==> src/rtl/seq_modulus_divider.sv <==
// Restoring shift-subtract divider, one quotient bit per clock, signed or unsigned.
// Latency WIDTH+2 cycles from accepted start to done (1 cycle for divide-by-zero); start ignored while busy.
module seq_modulus_divider #(
  parameter int WIDTH = 16
) (
  input  logic                 clk,
  input  logic                 rst_n,
  input  logic                 start,
  input  logic                 signed_mode,
  input  logic [WIDTH-1:0]     numerator,
  input  logic [WIDTH-1:0]     denominator,
  output logic                 busy,
  output logic                 done,
  output logic [WIDTH-1:0]     quotient,
  output logic [2*WIDTH-1:0]   modulus,
  output logic                 error
);

  localparam int CW = $clog2(WIDTH);

  typedef enum logic [1:0] {
    S_IDLE,
    S_CALC,
    S_FIX,
    S_DONE
  } state_t;

  state_t             state_q, state_d;
  logic               sgn_q, sgn_d;
  logic               num_neg_q, num_neg_d;
  logic               den_neg_q, den_neg_d;
  logic [WIDTH-1:0]   dvd_q, dvd_d;
  logic [WIDTH-1:0]   dvs_q, dvs_d;
  logic [WIDTH-1:0]   rem_q, rem_d;
  logic [CW-1:0]      cnt_q, cnt_d;
  logic [WIDTH-1:0]   quot_q, quot_d;
  logic [2*WIDTH-1:0] mod_q, mod_d;
  logic               err_q, err_d;

  logic [WIDTH:0]     shifted;
  logic               fits;
  logic               num_neg_in;
  logic               den_neg_in;
  logic [WIDTH-1:0]   fix_rem;

  function automatic logic [2*WIDTH-1:0] extend(input logic sgn, input logic [WIDTH-1:0] v);
    if (sgn) begin
      return {{WIDTH{v[WIDTH-1]}}, v};
    end
    return {{WIDTH{1'b0}}, v};
  endfunction

  // The dividend register doubles as the quotient: quotient bits enter at the bottom.
  assign shifted    = {rem_q, dvd_q[WIDTH-1]};
  assign fits       = (shifted >= {1'b0, dvs_q});
  assign num_neg_in = signed_mode & numerator[WIDTH-1];
  assign den_neg_in = signed_mode & denominator[WIDTH-1];
  assign fix_rem    = num_neg_q ? -rem_q : rem_q;

  always_comb begin
    state_d   = state_q;
    sgn_d     = sgn_q;
    num_neg_d = num_neg_q;
    den_neg_d = den_neg_q;
    dvd_d     = dvd_q;
    dvs_d     = dvs_q;
    rem_d     = rem_q;
    cnt_d     = cnt_q;
    quot_d    = quot_q;
    mod_d     = mod_q;
    err_d     = err_q;

    case (state_q)
      S_IDLE: begin
        if (start) begin
          sgn_d     = signed_mode;
          num_neg_d = num_neg_in;
          den_neg_d = den_neg_in;
          dvd_d     = num_neg_in ? -numerator : numerator;
          dvs_d     = den_neg_in ? -denominator : denominator;
          rem_d     = '0;
          cnt_d     = '0;
          if (denominator == '0) begin
            quot_d  = '1;
            mod_d   = extend(signed_mode, numerator);
            err_d   = 1'b1;
            state_d = S_DONE;
          end else begin
            state_d = S_CALC;
          end
        end
      end
      S_CALC: begin
        // rem < divisor before the shift, so the difference always fits in WIDTH bits.
        rem_d = fits ? (shifted[WIDTH-1:0] - dvs_q) : shifted[WIDTH-1:0];
        dvd_d = {dvd_q[WIDTH-2:0], fits};
        cnt_d = cnt_q + 1'b1;
        if (cnt_q == CW'(WIDTH - 1)) begin
          state_d = S_FIX;
        end
      end
      S_FIX: begin
        quot_d  = (num_neg_q ^ den_neg_q) ? -dvd_q : dvd_q;
        mod_d   = extend(sgn_q, fix_rem);
        err_d   = 1'b0;
        state_d = S_DONE;
      end
      S_DONE: begin
        state_d = S_IDLE;
      end
      default: begin
        state_d = S_IDLE;
      end
    endcase
  end

  always_ff @(posedge clk or negedge rst_n) begin
    if (!rst_n) begin
      state_q   <= S_IDLE;
      sgn_q     <= 1'b0;
      num_neg_q <= 1'b0;
      den_neg_q <= 1'b0;
      dvd_q     <= '0;
      dvs_q     <= '0;
      rem_q     <= '0;
      cnt_q     <= '0;
      quot_q    <= '0;
      mod_q     <= '0;
      err_q     <= 1'b0;
    end else begin
      state_q   <= state_d;
      sgn_q     <= sgn_d;
      num_neg_q <= num_neg_d;
      den_neg_q <= den_neg_d;
      dvd_q     <= dvd_d;
      dvs_q     <= dvs_d;
      rem_q     <= rem_d;
      cnt_q     <= cnt_d;
      quot_q    <= quot_d;
      mod_q     <= mod_d;
      err_q     <= err_d;
    end
  end

  assign busy     = (state_q != S_IDLE);
  assign done     = (state_q == S_DONE);
  assign quotient = quot_q;
  assign modulus  = mod_q;
  assign error    = err_q;

endmodule

==> config.mk <==
export PLATFORM = sky130hd
export DESIGN_NAME = seq_modulus_divider
export DESIGN_NICKNAME = d
export VERILOG_FILES = /design/src/rtl/seq_modulus_divider.sv
export SDC_FILE = /design/constraint.sdc
export NUM_CORES = 1
export LEC_CHECK = 0
export BUFFER_PORTS_ARGS = -buffer_cell sky130_fd_sc_hd__buf_2
export CAP_MARGIN = 20
export CORE_UTILIZATION = 43
export DETAILED_ROUTE_END_ITERATION = 6
export PLACE_DENSITY = 0.65
export SLEW_MARGIN = 40
export SYNTH_ARGS = -nofsm -noshare
export SYNTH_HDL_FRONTEND = slang
export SYNTH_SLANG_ARGS = --single-unit
==> constraint.sdc <==
create_clock -name clk -period 4.4 [get_ports clk]
set_input_delay 0.22 -clock clk [delete_from_list [all_inputs] [get_ports clk]]
set_output_delay 0.22 -clock clk [all_outputs]
set_load 0.01 [all_outputs]
* Yosys cells after proc, flatten, opt, wreduce, memory -nomap -nowiden
Cells that the tools add are included.
** Operators by class
- Shift-type cells :: 0
- Add/sub/neg operators :: 6
- Multipliers :: 0
- Reduce and logical (&&, ||, !) cells :: 9
- Eq/ne operators :: 7
- Bitwise gates (word level) :: 3
- Magnitude comparators :: 1
- Divide/modulo/power cells :: 0
- Mux-type cells :: 34
** Operators with widths (count)
- two-way mux 32 bit :: 6
- two-way mux 16 bit :: 9
- one-hot mux 16 bit (2 select lines) :: 3
- negation 16 bit :: 4
- one-hot mux 32 bit (2 select lines) :: 1
- greater-or-equal comparator 17 x 16 -> 1 bit :: 1
- logical NOT 16 bit :: 1
- subtractor 16 bit :: 1
- two-way mux 1 bit :: 8
- one-hot mux 2 bit (4 select lines) :: 1
- one-hot mux 4 bit (2 select lines) :: 1
- two-way mux 2 bit :: 3
- inequality test 2 bit (second input constant) :: 3
- AND reduction 2 bit :: 3
- nonzero test 2 bit :: 3
- adder 4 x 1 -> 4 bit (second input constant) :: 1
- equality test 2 bit (second input constant) :: 2
- equality test 4 bit (second input constant) :: 1
- two-way mux 4 bit :: 1
- AND reduction 3 bit :: 1
- bitwise AND 1 bit :: 2
- equality test 2 x 1 -> 1 bit (second input constant) :: 1
- logical NOT 2 bit :: 1
- one-hot mux 1 bit (2 select lines) :: 1
- bitwise XOR 1 bit :: 1
** Storage, ports and cells
- ROM bits :: 0
- Output and inout bits :: 51
- Memories :: 0
- Bits in latches :: 0
- Logic and storage cells :: 71
- Input bits :: 36
- Memory bits (writable) :: 0
- Bits in registers :: 106

* Longest topological paths before layout
- Word-level depth :: 8
- Gate-level depth with buffers :: 11
- Depth with buffers taken out :: 11

* Worst setup path after synthesis
Ideal clock, no wire load.
- Path kind :: register to register
- Start point :: register rem_q[0]
- End point :: register rem_q[10]
- Stages on the path, launching flop included :: 10
- Path slack :: 2.116 ns
- Clock period less this slack :: 2.284 ns
- Library setup time :: 0.134 ns
- Arrival :: 2.150 ns
- Required time :: 4.266 ns
- Path buffers :: 1
- Cells stage by stage :: dfrtp_1 -> ha_1 -> nor2b_1 -> o211ai_1 -> a31o_2 -> o21a_1 -> o311ai_4 -> buf_6 -> mux2i_1 -> o21ai_0
** Between the ends
- Longest elaborated chain between the ends :: 3
- Elaborated cells between the ends (all ways) :: 4
- Classes of those cells :: add/sub: 1; order compare: 1; mux: 2
** RTL lines
- from (decl) :: RTL line 34 : logic [WIDTH-1:0] rem_q, rem_d;
- from (signal assigned) :: RTL line 137 : rem_q <= rem_d;
- subtractor 16 bit or greater-or-equal comparator 17 x 16 -> 1 bit (tied branches) :: RTL line 95, 55
- two-way mux 16 bit * :: RTL line 95 : rem_d = fits ? (shifted[WIDTH-1:0] - dvs_q) : shifted[WIDTH-1:0];
- one-hot mux 16 bit (2 select lines) * :: RTL line 73 : case (state_q)
Mark *: on every way between the ends. The rest lies on a longest branch, timed or not.
A chain may end at the register's enable or synchronous reset.

* Final worst setup path
- Start point :: register rem_q[0]
- End point :: register rem_q[4]
The elaborated chain is that of the path after synthesis.

==> results.yml <==
critical_path:
  crit_arrival_ns: 3.03
  required_ns: 4.62
  crit_chain: "ha_1, nor2b_1, o211ai_1, a31o_2, o21a_1, o311ai_4, buf_6, mux2i_1, o21ai_0"
  path_class: "reg2reg"
  cp-start-kind: "flop"
  endpoint_kind: "flop"
  worst-path-max-fanout: 12
  slowest_stage: "o311ai_4"
  critPathMaxStageDelay_ns: 0.54
final_layout:
  final_core_util_pct: 49.9
  drive_gt1_share_pct: 15.6
  fin_nets: 835
  fin_area_um2: 6920
  ff_latch_area_um2: 2280
  n_antenna_cell: 0
  syn2layout_area_growth_pct: 13.2
  final_cells: 958
  fill_cells: 1368
  multi_input_area_um2: 3470
clock_network:
  htreeDepth: 3
  clk_pin_slew_ns: 0.07
  cts-root-buf: "clkbuf_16"
  numCtsBuffers: 9
  cts_setup_buffers: 0
  clk_path_buf_depth: 2
  cts_sinks: 91
  clk_latency_ns: 0.35
  cts_tree: "done"
global_routing:
  grt_util_met1_pct: 27.6
  grt_usage_pct: 21.0
  grt_pass1_wl_um: 23800
  grt_pass1_vias: 4728
  top_usage_layer: "met2"
  grtUsageMet3_pct: 4.04
  use_met2_pct: 33.9
  antenna_found_initial: 0
  grt_overflow: 0
  grt_max_degree: 58
placed_design:
  place_inst: 941
  dp_hpwl_um: 11300
  place_ws_ns: 1.59
  port_buffers: 86
  gp_congestion: 0.898
  place_area_um2: 6570
synth:
  synth_area_um2: 6120
  synth_edf_count: 0
  synth_top_area_share_pct: 37.2
  synth_cells: 715
  synthArstFlopShare_pct: 100
  yosys.area.top_type: "dfrtp_1"
  synth_seq_cells: 91
  ys_top_cells_by_area: "dfrtp_1 37%, o21ai_0 6.1%, nand2_1 5.9%"
  syn-num-nets: 777
  ys.flop_type: "dfrtp_1"
  ys_seq_area_share_pct: 37.2
  synth_area_per_cell_um2: 8.55
  synth_cell_types: 62
  yosysWarnings: 0
power:
  p_leak_nw: 3.13
  peakVddDrop_v: 0.000260
  p_per_area_nw_per_um2: 787
  finalPower_mw: 5.45
flow_run:
  maxCapViolCount: 0
sta:
  timing.final.crit_share_pct: 64.0
  finalSetupTns_ns: 0
  finalSetupViolations: 0
  rsz0062_at_grt: "false"
  finalCriticalPeriod_ns: 2.82
  fmax_mhz: 355
  slew_viol_final: 0
  finalClockSkew_ns: 0.00807
  maxSlewHeadroom_pct: 48.4
  tightest_slew_ns: 0.774
  hold_viol_final: 0
  setup_ws_ns: 1.58
  holdWs_ns: 0.158
floorplanning:
  io_pins: 87
  die_height_um: 121
  num_rows: 43
  core_area_um2: 13900
  dieArea_um2: 14700
  initial_utilization_pct: 44.1
  die_w_um: 121
routing:
  drt-total-wl_um: 14900
  vias_per_cell: 5.39
  vias: 5160
  ant_nets: 0
  wl_per_cell_um: 15.6
  drtIter0Drc: 381
  first_pass_iters: 4
  drc_errors: 0
hold_path:
  hp-class: "in2reg"
run_status:
  status: "finished, final reports clean"
[what timing repair did]
action,CTS,global route
gates resized for setup,0,0
hold buffers,1,0
hold endpoints to repair,34,0
endpoints found under the setup margin,0,0
[sequential cells by signal, indices dropped and copies added (netlist names), 2 cells and up]
signal	cells
rem_q	16
modulus	17
cnt_q	4
state_q	2
dvd_q	16
dvs_q	16
quotient	16
[cell families after synthesis]
family	synth area share (%)
compound gates	21.1
xor+xnor	9.31
fa+ha+maj	5.44
buf+inv	6.40
flops	37.2
mux	4.28
simple gates	16.2
[worst max-delay path, delay by kind of cell (launching register included)]
family,cells,cell delay (ns)
simple gates,1,0.16
buf+inv,1,0.25
mux,1,0.20
flops,1,0.46
fa+ha+maj,1,0.32
compound gates,5,1.29
[area by class of cell]
cell class	instances	area share [%]
multi-input cells	545	50.1
well taps	180	3.25
flip-flops and latches	91	32.9
repair buffers	94	7.21
clock inverters	4	1.05
clock buffers	12	3.71
inverters	32	1.74
[report_power, final]
| group | switching (mW) | leakage [nW] | internal (mW) | total (mW) |
|---|---|---|---|---|
| Sequential | 0.348 | 1.11 | 1.18 | 1.53 |
| Combinational | 1.78 | 1.86 | 1.27 | 3.05 |
| Clock | 0.337 | 0.159 | 0.528 | 0.865 |
| Total | 2.47 | 3.13 | 2.98 | 5.45 |
[cell usage after synthesis (5+ instances only)]
cell type and instances:
ha_1 25, nand3_1 9, nand2_1 96, clkbuf_1 22
nor4_1 5, or3_1 7, a31oi_1 13, dfrtp_1 91
o21ai_1 7, a21o_1 6, nor2_1 63, o21ai_0 74
xnor2_1 34, a21oi_1 58, o41ai_1 5, and2_1 5
mux2i_1 25, inv_1 32, buf_4 18, nor3_1 5
o31ai_1 10, xor2_1 31
[metal layers]
metal / routed length [um] / share of wire, %
met4: 245 / 1.6
met1: 6850 / 46
met3: 629 / 4.2
met5: 0 / 0
met2: 7220 / 48
[cell usage in the layout (no fill, tap or decap), drive strengths merged, types with 3 or more instances in the layout]
cell type,Yosys,layout
a21boi,4,4
a21o,6,6
a21oi,58,58
a22o,3,3
a31oi,13,13
and2,6,6
and3,4,4
buf,24,93
clkbuf,23,12
dfrtp,91,91
ha,25,25
inv,32,32
mux2i,25,25
nand2,96,96
nand2b,4,4
nand3,9,9
nand4,4,4
nor2,64,64
nor2b,4,4
nor3,5,5
nor4,5,5
o211ai,3,3
o21a,3,3
o21ai,81,81
o311ai,3,3
o31ai,10,10
o41ai,6,6
or3,9,9
xnor2,34,34
xor2,31,31
[worst paths after layout]
| path | startpoint | endpoint | slack, ns | cells past startpoint |
|---|---|---|---|---|
| max in group asynchronous | rst_n | rem_q[2]$_DFFE_PN0P_ | 2.98 | 3 |
| hold / removal | denominator[15] | dvs_q[15]$_DFFE_PN0P_ | 0.16 | 3 |
| hold reg to reg | dvs_q[10]$_DFFE_PN0P_ | dvs_q[10]$_DFFE_PN0P_ | 0.48 | 2 |
| setup / recovery | rem_q[0]$_DFFE_PN0P_ | rem_q[4]$_DFFE_PN0P_ | 1.58 | 9 |
| min in group asynchronous | rst_n | quotient[8]$_DFFE_PN0P_ | 0.35 | 2 |
| setup reg to reg | rem_q[0]$_DFFE_PN0P_ | rem_q[4]$_DFFE_PN0P_ | 1.58 | 9 |
Power figures use the tool's default switching activity.
